File: config.mk
export PLATFORM = sky130hd
export DESIGN_NAME = store_aligner
export DESIGN_NICKNAME = d
export VERILOG_FILES = /design/src/rtl/store_pkg.sv /design/src/rtl/store_fifo.sv /design/src/rtl/store_aligner.sv
export SDC_FILE = /design/constraint.sdc
export NUM_CORES = 1
export LEC_CHECK = 0
export ABC_AREA = 1
export BUFFER_PORTS_ARGS = -buffer_cell sky130_fd_sc_hd__buf_2
export CAP_MARGIN = 20
export CORE_ASPECT_RATIO = 0.9
export CORE_UTILIZATION = 35
export CTS_CLUSTER_SIZE = 30
export DETAILED_ROUTE_END_ITERATION = 7
export HOLD_SLACK_MARGIN = 0.03
export SETUP_SLACK_MARGIN = 0.3
export SYNTH_ARGS = -nofsm -noshare
export SYNTH_HDL_FRONTEND = slang
export SYNTH_SLANG_ARGS = --single-unit
File: constraint.sdc
create_clock -name clk -period 5.1 [get_ports clk]
set_input_delay 0.255 -clock clk [delete_from_list [all_inputs] [get_ports clk]]
set_output_delay 0.255 -clock clk [all_outputs]
set_load 0.02 [all_outputs]
File: src/rtl/store_pkg.sv
// Shared types and constants for the store aligner: size encodings, byte-enable
// patterns, buffer depth and the packing helper used ahead of the buffer.
package store_pkg;

    typedef enum logic [1:0] {
        SIZE_B   = 2'b00,
        SIZE_H   = 2'b01,
        SIZE_W   = 2'b10,
        SIZE_RSV = 2'b11
    } size_e;

    localparam logic [3:0] BE_BYTE    = 4'b0001;
    localparam logic [3:0] BE_HALF_LO = 4'b0011;
    localparam logic [3:0] BE_HALF_HI = 4'b1100;
    localparam logic [3:0] BE_WORD    = 4'b1111;

    localparam int FIFO_DEPTH = 2;

    typedef struct packed {
        logic [31:0] addr;
        logic [31:0] wdata;
        logic [3:0]  be;
    } store_ent_t;

    // Low address bits that a size cannot honour are simply ignored here.
    function automatic store_ent_t pack_store(input logic [31:0] addr,
                                              input logic [31:0] data,
                                              input size_e       size);
        store_ent_t e;
        e.addr = {addr[31:2], 2'b00};
        case (size)
            SIZE_B: begin
                e.wdata = {4{data[7:0]}};
                e.be    = BE_BYTE << addr[1:0];
            end
            SIZE_H: begin
                e.wdata = {2{data[15:0]}};
                e.be    = addr[1] ? BE_HALF_HI : BE_HALF_LO;
            end
            default: begin
                e.wdata = data;
                e.be    = BE_WORD;
            end
        endcase
        return e;
    endfunction

    function automatic logic misaligned(input logic [31:0] addr, input size_e size);
        return ((size == SIZE_H) && addr[0]) || ((size == SIZE_W) && (addr[1:0] != 2'b00));
    endfunction

endpackage

File: src/rtl/store_fifo.sv
// Generic in-order buffer, registered head output.
// Latency: a push is visible on pop_dat the following cycle.
// Backpressure: push_rdy drops when full; no same-cycle bypass when a pop frees a slot.
module store_fifo #(
    parameter int WIDTH = 8,
    parameter int DEPTH = 2
) (
    input  logic             clk,
    input  logic             reset,
    input  logic             push_vld,
    output logic             push_rdy,
    input  logic [WIDTH-1:0] push_dat,
    output logic             pop_vld,
    input  logic             pop_rdy,
    output logic [WIDTH-1:0] pop_dat
);
    localparam int AW = (DEPTH > 1) ? $clog2(DEPTH) : 1;
    localparam int CW = $clog2(DEPTH + 1);

    logic [WIDTH-1:0] mem [DEPTH];
    logic [AW-1:0]    wr_ptr, rd_ptr;
    logic [CW-1:0]    count;
    logic             do_push, do_pop;

    assign push_rdy = (count != CW'(DEPTH));
    assign pop_vld  = (count != '0);
    assign pop_dat  = mem[rd_ptr];
    assign do_push  = push_vld && push_rdy;
    assign do_pop   = pop_vld && pop_rdy;

    always_ff @(posedge clk or posedge reset) begin
        if (reset) begin
            for (int i = 0; i < DEPTH; i++) mem[i] <= '0;
            wr_ptr <= '0;
            rd_ptr <= '0;
            count  <= '0;
        end else begin
            if (do_push) begin
                mem[wr_ptr] <= push_dat;
                wr_ptr      <= (wr_ptr == AW'(DEPTH - 1)) ? '0 : wr_ptr + AW'(1);
            end
            if (do_pop)
                rd_ptr <= (rd_ptr == AW'(DEPTH - 1)) ? '0 : rd_ptr + AW'(1);
            if (do_push && !do_pop)
                count <= count + CW'(1);
            else if (do_pop && !do_push)
                count <= count - CW'(1);
        end
    end

endmodule

File: src/rtl/store_aligner.sv
// Packs byte/half/word stores into lane-replicated word writes through a 2-entry buffer.
// Latency: 1 cycle from accept to mem_valid; drops (reserved size, or misaligned when
// STORE_ALIGNER_MISALIGN_EXC_EN is defined) pulse exc_valid 1 cycle later. Backpressure: req_ready low when full.
module store_aligner
    import store_pkg::*;
(
    input  logic        clk,
    input  logic        reset,
    input  logic        req_valid,
    output logic        req_ready,
    input  logic [31:0] req_addr,
    input  logic [31:0] req_data,
    input  logic [1:0]  req_size,
    output logic        mem_valid,
    input  logic        mem_ready,
    output logic [31:0] mem_addr,
    output logic [31:0] mem_wdata,
    output logic [3:0]  mem_be,
    output logic        exc_valid,
    output logic [31:0] exc_badvaddr
);
    store_ent_t in_ent;
    store_ent_t head_ent;
    logic [$bits(store_ent_t)-1:0] head_dat;
    logic drop, accept, push_rdy;

    always_comb begin
        in_ent = pack_store(req_addr, req_data, size_e'(req_size));
        drop   = (size_e'(req_size) == SIZE_RSV);
`ifdef STORE_ALIGNER_MISALIGN_EXC_EN
        drop   = drop || misaligned(req_addr, size_e'(req_size));
`endif
    end

    assign req_ready = push_rdy && !reset;
    assign accept    = req_valid && req_ready;

    store_fifo #(
        .WIDTH ($bits(store_ent_t)),
        .DEPTH (FIFO_DEPTH)
    ) u_fifo (
        .clk      (clk),
        .reset    (reset),
        .push_vld (accept && !drop),
        .push_rdy (push_rdy),
        .push_dat (in_ent),
        .pop_vld  (mem_valid),
        .pop_rdy  (mem_ready),
        .pop_dat  (head_dat)
    );

    assign head_ent  = store_ent_t'(head_dat);
    assign mem_addr  = head_ent.addr;
    assign mem_wdata = head_ent.wdata;
    assign mem_be    = head_ent.be;

    // Dropped requests still complete the handshake; only the exception records them.
    always_ff @(posedge clk or posedge reset) begin
        if (reset) begin
            exc_valid    <= 1'b0;
            exc_badvaddr <= '0;
        end else begin
            exc_valid <= accept && drop;
            if (accept && drop)
                exc_badvaddr <= req_addr;
        end
    end

endmodule

==> results of run 1 <==
==> state kept, by name (all words and copies together) (netlist names) <==
| signal | count |
|---|---|
| u_fifo.rd_ptr | 1 |
| exc_badvaddr | 32 |
| exc_valid | 1 |
| u_fifo.wr_ptr | 1 |
| u_fifo.mem | 132 |
| u_fifo.count | 2 |
==> power breakdown <==
part	total [W]	internal (W)	leakage (nW)	switching, W
registers	0.00239	0.00198	2.07	0.000410
logic	0.00317	0.00108	3.07	0.00209
clock network	0.00129	0.000668	0.282	0.000620
total	0.00685	0.00373	5.43	0.00312
==> cell type report <==
type	instances	area (um2)
clock buffer	18	439.2
clock inverter	14	142.6
fill	2502	14080
inverter	141	535.5
multi-input combinational	721	3560
sequential	169	4237
tap	336	420.4
timing repair buffer	182	980.9
==> per-stage QoR <==
stage	instances	area [um2]	power, W	utilization, %	hold WS [ns]
after global placement	1545	9676	0.005541	39.67	0.4589
after floorplan	1117	8767	0.004588	-	0.3646
final	1581	10310	0.006847	42.29	0.05713
after detailed placement	1545	9676	0.005590	39.67	0.4584
after CTS	1580	10290	0.006917	42.18	0.03124
after global routing	1581	10310	0.007440	42.29	0.04914
==> critical path, cell delays in order (launching register included) <==
cell and delay, ns:
dfrtp_4 1.01, buf_4 0.49, nand2_1 0.09, o21ai_0 0.18, buf_2 0.25
==> layer usage <==
metal | routed length (um) | vias up | global-route usage (%)
met4 | 223 | 0 | 4.372
li1 | - | 3760 | -
met2 | 10590 | 247 | 28.81
met1 | 11360 | 3625 | 27.79
met3 | 1460 | 15 | 3.647
met5 | 0 | - | 0
==> timing repair <==
| item | in CTS | in global routing |
|---|---|---|
| gates resized for setup | 0 | 0 |
| endpoints found under the hold margin | 33 | 0 |
| hold buffers | 3 | 0 |
| endpoints found under the setup margin | 0 | 0 |
==> worst paths after layout <==
path	cells past startpoint	to
max	4	mem_wdata[15]
min	3	exc_badvaddr[21]$_DFFE_PP0P_
max reg2reg	6	exc_badvaddr[17]$_DFFE_PP0P_
min reg2reg	2	exc_badvaddr[4]$_DFFE_PP0P_
max in group asynchronous	4	u_fifo.wr_ptr$_DFFE_PP0P_
min in group asynchronous	3	u_fifo.mem[77]$_DFFE_PP0P_
==> layout by cell type, fill, tap and decap left out, types with 3 or more instances in the layout <==
cell	count
dlygate4sd3_1	3
clkinvlp_4	3
o21ai_0	80
buf_4	7
nand3_1	148
inv_6	4
clkbuf_16	17
nand2_1	342
inv_2	3
buf_2	170
inv_1	136
o21bai_1	132
nor2_1	5
dfrtp_1	167
inv_8	6
==> logic make-up after synthesis <==
| group | after synthesis |
|---|---|
| compound gates | 213 |
| xor+xnor | 4 |
| fa+ha+maj | 1 |
| buf+inv | 227 |
| flops | 169 |
| other cells | 1 |
| simple gates | 501 |
==> reports/results.tsv, run 1 <==
metric	value	unit
status	completed	
post_cts_buffers	0	
tightestPinTransition	0.9489	ns
vias	7647	
synth_commonest_cells	342 x nand2_1, 169 x dfrtp_1, 148 x nand3_1, 137 x inv_1, 132 x o21bai_1	
ys_types	22	
power_density	663.8	nW/um2
synthCells	1116	
async_flop_share	100.0	%
setup_slack	2.362	ns
tns	0	ns
finalCritPeriodShare	53.70	%
synth.most_common_cell	nand2_1	
globalplace.congestion	0.8367	
wl_per_cell	14.95	um
setup_viol	0	
n_antenna_cell	0	
synth-xor-area-share	0.3999	%
coreArea	24390	um2
r2r_slack	2.59	ns
first_pass_iters	5	
cp-startpoint	u_fifo.rd_ptr$_DFFE_PP0P_	
fp.dieH	152.1	um
netlist_area	8760	um2
routed_wl	23630	um
worstPathArrival	2.48	ns
synth_top_area_share	48.28	%
track_usage	18.99	%
p_leak	5.428	nW
clock_path_buffers	2	
synth_compound_area_share	15.94	%
ant_nets	0	
layout.nets	1303	
grt_pass1_vias	7246	
viasPerCell	4.837	
ys_warn_count	0	
synth_top_family_by_area	simple AND/OR/NAND/NOR gates	
grt_max_degree	110	
globalRouteOverflowTotal	0	
synth-simple-area-share	24.07	%
end_kind	output port	
area_growth_syn_to_layout	17.75	%
finClkSkew	0.01195	ns
min-delay-start	req_addr[21]	
worstSetupPathType	reg -> out	
slew_headroom	36.74	%
grt_pass1_wl	38830	um
timing.fmax	365.2	MHz
drc	0	
antenna_found_initial	0	
drive_above_1_share	17.99	%
min_path_type	in -> reg	
hold_viol_final	0	
synth_ff_type	dfrtp_1	
cts-htree-levels	4	
root_buffer	clkbuf_16	
synth_edf_count	0	
post-place-ws	2.448	ns
post-route-min-period	2.738	ns
finalMaxSlewViolations	0	
rsz0062_at_grt	no	
clkTransAtPathRegs	0.08	ns
io_pins	173	
cts_buffers	17	
fp.dieW	168.8	um
cap_violations	0	
rows	54	
synthMuxAreaShare	0	%
dp_hpwl	14540	um
tritoncts	yes	
rr_startpoint	u_fifo.count[0]$_DFFE_PP0P_	
peakVddDrop	0.3297	mV
first_iter_violations	566	
synth_largest_area_cell	dfrtp_1	
cp.required	4.85	ns
cts.sinks	169	
crit_path_max_fanout	93	
insertion_delay	0.43	ns
io_buffers	170	
synth-seq-cells	169	
avgSynthCellArea	7.849	um2
post_synth_fa_ha_maj_area_fraction	0.1428	%
worst_setup_path_start_kind	flop	
ys_top_cells_by_area	dfrtp_1 48%, nand2_1 15%, o21bai_1 11%	
start_util	35.91	%
ys_seq_area_share	48.28	%
die-area	25670	um2
Note: power is estimated with default switching activity, not from simulation.
==> inputs of run 2 (changes only) <==
ABC_AREA = 0   (was 1)
clock period = 2.45 ns   (was 5.1 ns; I/O delays follow)
==> run 2 against run 1 <==
Compared with the run above:
- clock-buffer cell count increased by 4
- area after synthesis decreased by 12%
- die area decreased by 12%
- highest routed layer unchanged
- register-to-register slack got worse by 2.2 ns
- clock skew decreased by 0.0034 ns
- critical path depth increased by 2
==> reports/results.tsv, run 2 <==
metric	value	unit	change
drive_above_1_share	61.13	%	was 17.99%
post-route-min-period	2.095	ns	
ff2ff_path_depth	4		was 6
worstPathArrival	2.39	ns	was 2.48 ns
root_buffer	clkbuf_16		unchanged
synth_top_area_share	55.08	%	was 48.28%
synth_commonest_cells	184 x mux2_2, 169 x dfrtp_1, 40 x mux2_4, 22 x mux2_1, 10 x nand2_1		was 342 x nand2_1, 169 x dfrtp_1, 148 x nand3_1, 137 x inv_1, 132 x o21bai_1
io_buffers	170		unchanged
synthCells	497		was 1,116
fp.dieW	158.1	um	was 168.8 um
grt_pass1_wl	27920	um	was 38,830 um
async_flop_share	100.0	%	unchanged
antenna_found_initial	2		was 0
synth.most_common_cell	mux2_2		was nand2_1
tritoncts	yes		unchanged
coreArea	21570	um2	was 24,390 um2
synth_compound_area_share	1.108	%	was 15.94%
die-area	22530	um2	was 25,670 um2
first_iter_violations	149		was 566
cts-htree-levels	4		unchanged
final_cell_mix	184 x mux2_2, 170 x buf_2, 168 x dfrtp_1		was 342 x nand2_1, 170 x buf_2, 167 x dfrtp_1
finClkSkew	0.008501	ns	was 0.01195 ns
holdPathStages	3		unchanged
cts_buffers	17		unchanged
wl_per_cell	17.52	um	was 14.95 um
rsz0062_at_grt	no		unchanged
clock_path_buffers	2		unchanged
io_pins	173		unchanged
finalCritPeriodShare	85.51	%	
synth_edf_count	0		unchanged
largest_register	u_fifo.mem		unchanged
timing.fmax	477.3	MHz	
p_total	0.01394	W	was 0.006847 W
grt_max_degree	124		was 110
min_path_type	in -> reg		unchanged
status	completed		unchanged
finalMaxSlewViolations	0		unchanged
peakVddDrop	0.6128	mV	was 0.3297 mV
hold_viol_final	0		unchanged
synth_largest_area_cell	dfrtp_1		unchanged
ant_nets	0		unchanged
layout_commonest_cell	mux2_2		was nand2_1
post_synth_fa_ha_maj_area_fraction	0.1630	%	was 0.1428%
cp.required	2.75	ns	was 4.85 ns
rr_startpoint	u_fifo.count[1]$_DFFE_PP0P_		was u_fifo.count[0]$_DFFE_PP0P_
tns	0	ns	unchanged
grt_pass1_vias	5081		was 7,246
worst_setup_path_start_kind	input pin		was flop
synth_ff_type	dfrtp_1		unchanged
ys_top_cells_by_area	dfrtp_1 55%, mux2_2 27%, mux2_4 7.8%		was dfrtp_1 48%, nand2_1 15%, o21bai_1 11%
largest_reg_flops	132		unchanged
ys_warn_count	0		unchanged
tightestPinTransition	0.6489	ns	was 0.9489 ns
synth-xor-area-share	0.5704	%	was 0.3999%
slew_headroom	56.74	%	was 36.74%
cap_violations	0		unchanged
insertion_delay	0.43	ns	about the same
synth-seq-cells	169		unchanged
reg_top3	u_fifo.mem x132, exc_badvaddr x32, u_fifo.count x2		unchanged
p_leak	4.655	nW	was 5.428 nW
start_util	35.60	%	was 35.91%
globalRouteOverflowTotal	0		unchanged
globalplace.congestion	0.7765		was 0.8367
n_fill_cell	1968		was 2,502
r2r_end	u_fifo.mem[61]$_DFFE_PP0P_		was exc_badvaddr[17]$_DFFE_PP0P_
clkTransAtPathRegs	0.07	ns	was 0.08 ns
viasPerCell	4.709		was 4.837
end_kind	flop		was output port
synth_top_family_by_area	multiplexers		was simple AND/OR/NAND/NOR gates
ys_seq_area_share	55.08	%	was 48.28%
cts.sinks	169		unchanged
area_growth_syn_to_layout	30.07	%	was 17.75%
hold_path_end	u_fifo.mem[27]$_DFFE_PP0P_		was exc_badvaddr[21]$_DFFE_PP0P_
netlist_area	7677	um2	was 8760 um2
vias	4808		was 7,647
r2r_slack	0.41	ns	was 2.59 ns
synth-simple-area-share	1.418	%	was 24.07%
synthMuxAreaShare	39.08	%	was 0%
worstSetupPathType	in -> reg		was reg -> out
avgSynthCellArea	15.45	um2	was 7.849 um2
crit_path_max_fanout	11		was 93
dp_hpwl	11510	um	was 14,540 um
setup_viol	0		unchanged
min-delay-start	req_data[23]		was req_addr[21]
drc	0		unchanged
rows	51		was 54
first_pass_iters	4		was 5
routed_wl	17890	um	was 23,630 um
ys_types	26		was 22
track_usage	16.66	%	was 18.99%
fp.dieH	142.5	um	was 152.1 um
power_density	1396	nW/um2	was 663.8 nW/um2
layout.nets	786		was 1,303
==> run 2: worst max-delay path by stage <==
stage          slack [ns]                     endpoint  cells past startpoint                         from
2_1_floorplan        0.17  exc_badvaddr[0]$_DFFE_PP0P_                      1                        reset
3_3_place_gp         0.36   u_fifo.mem[48]$_DFFE_PP0P_                      4  u_fifo.count[0]$_DFFE_PP0P_
3_5_place_dp         0.29   u_fifo.mem[48]$_DFFE_PP0P_                      4  u_fifo.count[0]$_DFFE_PP0P_
4_1_cts              0.31   u_fifo.mem[54]$_DFFE_PP0P_                      5                        reset
5_1_grt              0.31   u_fifo.mem[48]$_DFFE_PP0P_                      6                        reset
6_report             0.35   u_fifo.mem[61]$_DFFE_PP0P_                      6                        reset
==> run 2: stage by stage <==
| step | area (um2) | utilization (%) | setup WS [ns] | hold slack (ns) | instances |
|---|---|---|---|---|---|
| global route | 9983 | 46.29 | 0.3092 | 0.06413 | 1020 |
| CTS | 9977 | 46.26 | 0.3063 | 0.05299 | 1019 |
| detailed placement | 8895 | 41.24 | 0.2916 | 0.3736 | 943 |
| floorplan | 7685 | - | 0.1728 | 0.2542 | 498 |
| finish | 9986 | 46.30 | 0.3550 | 0.07771 | 1021 |
| global placement | 8895 | 41.24 | 0.3554 | 0.3615 | 943 |
==> run 2: layout make-up <==
| type | instances | area [um2] | area share, % |
|---|---|---|---|
| inverters | 3 | 15.01 | 0.1504 |
| well taps | 291 | 364.1 | 3.646 |
| flip-flops and latches | 169 | 4233 | 42.39 |
| clock buffers | 22 | 454.2 | 4.548 |
| repair buffers | 227 | 1454 | 14.56 |
| clock inverters | 10 | 167.7 | 1.679 |
| diodes | 2 | 5.005 | 0.05012 |
| multi-input cells | 297 | 3293 | 32.98 |
==> run 2: power by group <==
part / switching, W / internal [W]
clock network: 0.00111 / 0.00174
logic: 0.00308 / 0.00306
registers: 0.000771 / 0.00419
==> run 2: kinds of logic after synthesis <==
family,Yosys count
mux,254
xor+xnor,5
fa+ha+maj,1
compound gates,13
other cells,1
buf+inv,33
simple gates,21
flops,169
==> run 2: routing by layer <==
layer  track usage, %  share of wire (%)  routed length [um]
met1            21.25                 44                7876
met2            27.19                 50                8992
met3            4.080                4.3                 768
met4            6.326                1.4                 253
met5                0                  0                   0
==> run 2: timing repair <==
item | in CTS | in global routing
cloned | 1 | 0
endpoints found under the hold margin | 275 | 0
pin swaps | 1 | 1
gates resized for setup | 1 | 1
hold buffers | 42 | 0
setup buffers | 1 | 0
setup endpoints to repair | 38 | 10
==> run 2: worst max-delay path, cell delays in order <==
cell and delay (ns):
dlygate4sd3_1 0.55, buf_2 0.15, nand2b_1 0.29, or4b_4 0.69, buf_4 0.26, mux2_1 0.33
==> inputs of run 3 (changes only) <==
CORE_UTILIZATION = 49   (was 35)
PLACE_DENSITY = 0.76   (was unset)
SKIP_CTS_REPAIR_TIMING = 1   (was unset)
==> run 3 against run 2 <==
Compared with the run above:
- core utilization rose by 17 points
- clock-buffer cell count grew 2
- first-iteration DRC count increased by 17%
- critical endpoint is now mem_wdata[25]
- highest routed layer unchanged
==> reports/results.tsv, run 3 (synthesis results as in run 2) <==
metric	value	unit	change
grt_pass1_wl	25270	um	was 27,920 um
status	completed		unchanged
root_buffer	clkbuf_16		unchanged
crit_slowest_cell	dfrtp_4		was or4b_4
postLayoutCoreUtil	63.74	%	was 46.30%
drc	0		unchanged
area_growth_syn_to_layout	27.75	%	was 30.07%
holdPathStages	3		unchanged
io_buffers	170		unchanged
p_leak	4.638	nW	was 4.655 nW
cp-startpoint	u_fifo.rd_ptr$_DFFE_PP0P_		was reset
fp.dieH	120.8	um	was 142.5 um
globalRouteOverflowTotal	0		unchanged
worstSetupPathType	reg -> out		was in -> reg
first_iter_violations	174		was 149
start_util	49.89	%	was 35.60%
multi_input_area	3279	um2	was 3293 um2
grt_max_degree	78		was 124
crit_path_max_fanout	21		was 11
cts.sinks	169		unchanged
setup_viol	0		unchanged
cp.required	2.33	ns	was 2.75 ns
cts_buffers	17		unchanged
coreArea	15390	um2	was 21,570 um2
die-area	16170	um2	was 22,530 um2
post-route-min-period	2.053	ns	was 2.095 ns
routed_wl	16570	um	was 17,890 um
final_cell_mix	184 x mux2_2, 170 x buf_2, 168 x dfrtp_1		unchanged
vias	4784		was 4,808
r2r_end	u_fifo.mem[47]$_DFFE_PP0P_		was u_fifo.mem[61]$_DFFE_PP0P_
slew_headroom	55.91	%	was 56.74%
rsz0062_at_grt	no		unchanged
largest_register	u_fifo.mem		unchanged
hold_viol_final	0		unchanged
fp.dieW	133.9	um	was 158.1 um
timing.fmax	487.1	MHz	was 477.3 MHz
r2r_slack	0.40	ns	was 0.41 ns
clock_path_buffers	2		unchanged
worst_setup_path_start_kind	flop		was input pin
largest_reg_flops	132		unchanged
end_kind	output port		was flop
finalMaxSlewViolations	0		unchanged
cap_violations	0		unchanged
track_usage	20.45	%	was 16.66%
n_fill_cell	1193		was 1,968
crit_chain	buf_4 > mux2_2 > buf_2		was dlygate4sd3_1 > buf_2 > nand2b_1 > or4b_4 > buf_4 > mux2_1
tritoncts	yes		unchanged
max_stage_delay	0.67	ns	was 0.69 ns
layout_commonest_cell	mux2_2		unchanged
antenna_found_initial	1		was 2
io_pins	173		unchanged
viasPerCell	5.155		was 4.709
power_density	1397	nW/um2	was 1396 nW/um2
min_path_type	in -> reg		unchanged
dp_hpwl	10890	um	was 11,510 um
grt_pass1_vias	4762		was 5,081
worstPathArrival	1.93	ns	was 2.39 ns
rr_startpoint	u_fifo.count[1]$_DFFE_PP0P_		unchanged
wl_per_cell	17.85	um	was 17.52 um
finClkSkew	0.007393	ns	was 0.008501 ns
crit_end	mem_wdata[25]		was u_fifo.mem[61]$_DFFE_PP0P_
insertion_delay	0.42	ns	was 0.43 ns
rows	43		was 51
tightestPinTransition	0.6600	ns	was 0.6489 ns
layout.nets	783		was 786
seq_area	4233	um2	unchanged
tns	0	ns	unchanged
finalCritPeriodShare	83.79	%	was 85.51%
peakVddDrop	0.6765	mV	was 0.6128 mV
ant_nets	0		unchanged
worst_hold_slack	0.01596	ns	was 0.07771 ns
globalplace.congestion	0.7658		was 0.7765
first_pass_iters	4		unchanged
reg_top3	u_fifo.mem x132, exc_badvaddr x32, u_fifo.count x2		unchanged
ff2ff_path_depth	4		unchanged
drive_above_1_share	61.93	%	was 61.13%
clkTransAtPathRegs	0.06	ns	was 0.07 ns
cts-htree-levels	4		unchanged
run 3: per-stage QoR:
| step | setup slack (ns) | power, W | std cells | area, um2 |
|---|---|---|---|---|
| floorplan | 0.1728 | 0.009161 | 498 | 7685 |
| global placement | 0.3717 | 0.01075 | 856 | 8798 |
| detailed placement | 0.2567 | 0.01097 | 856 | 8798 |
| CTS | 0.1894 | 0.01368 | 888 | 9395 |
| global route | 0.3202 | 0.01442 | 928 | 9808 |
| finish | 0.3970 | 0.01370 | 928 | 9808 |
run 3: worst min path at each step:
| stage | start | endpoint | slack, ns |
|---|---|---|---|
| floorplan | req_addr[7] | u_fifo.mem[43]$_DFFE_PP0P_ | 0.25 |
| global placement | reset | u_fifo.mem[62]$_DFFE_PP0P_ | 0.25 |
| detailed placement | reset | u_fifo.mem[130]$_DFFE_PP0P_ | 0.26 |
| CTS | reset | u_fifo.mem[52]$_DFFE_PP0P_ | -0.19 |
| global route | mem_ready | u_fifo.rd_ptr$_DFFE_PP0P_ | 0.03 |
| finish | mem_ready | u_fifo.rd_ptr$_DFFE_PP0P_ | 0.02 |
run 3: routing by layer:
metal	track usage [%]	wire length (um)
met4	8.523	298
met3	4.570	603
met1	27.90	7553
met2	31.51	8111
met5	0	0
run 3: cell type report:
| cell class | count | share of cell area [%] |
|---|---|---|
| Sequential cell | 169 | 43.16 |
| Multi-Input combinational cell | 296 | 33.44 |
| Timing Repair Buffer | 225 | 14.57 |
| Clock buffer | 24 | 5.218 |
| Tap cell | 202 | 2.577 |
| Clock inverter | 8 | 0.8675 |
| Inverter | 3 | 0.1531 |
| Antenna cell | 1 | 0.02551 |
run 3: critical path: cells and delay by family, from the launching register on:
kind                   cells  cell delay (ns)
DFF                        1             0.67
muxes                      1             0.37
buffers and inverters      2             0.45
run 3: where the power goes:
group	switching [W]	internal, W
registers	0.000795	0.00419
logic	0.00302	0.00303
clock network	0.00109	0.00157
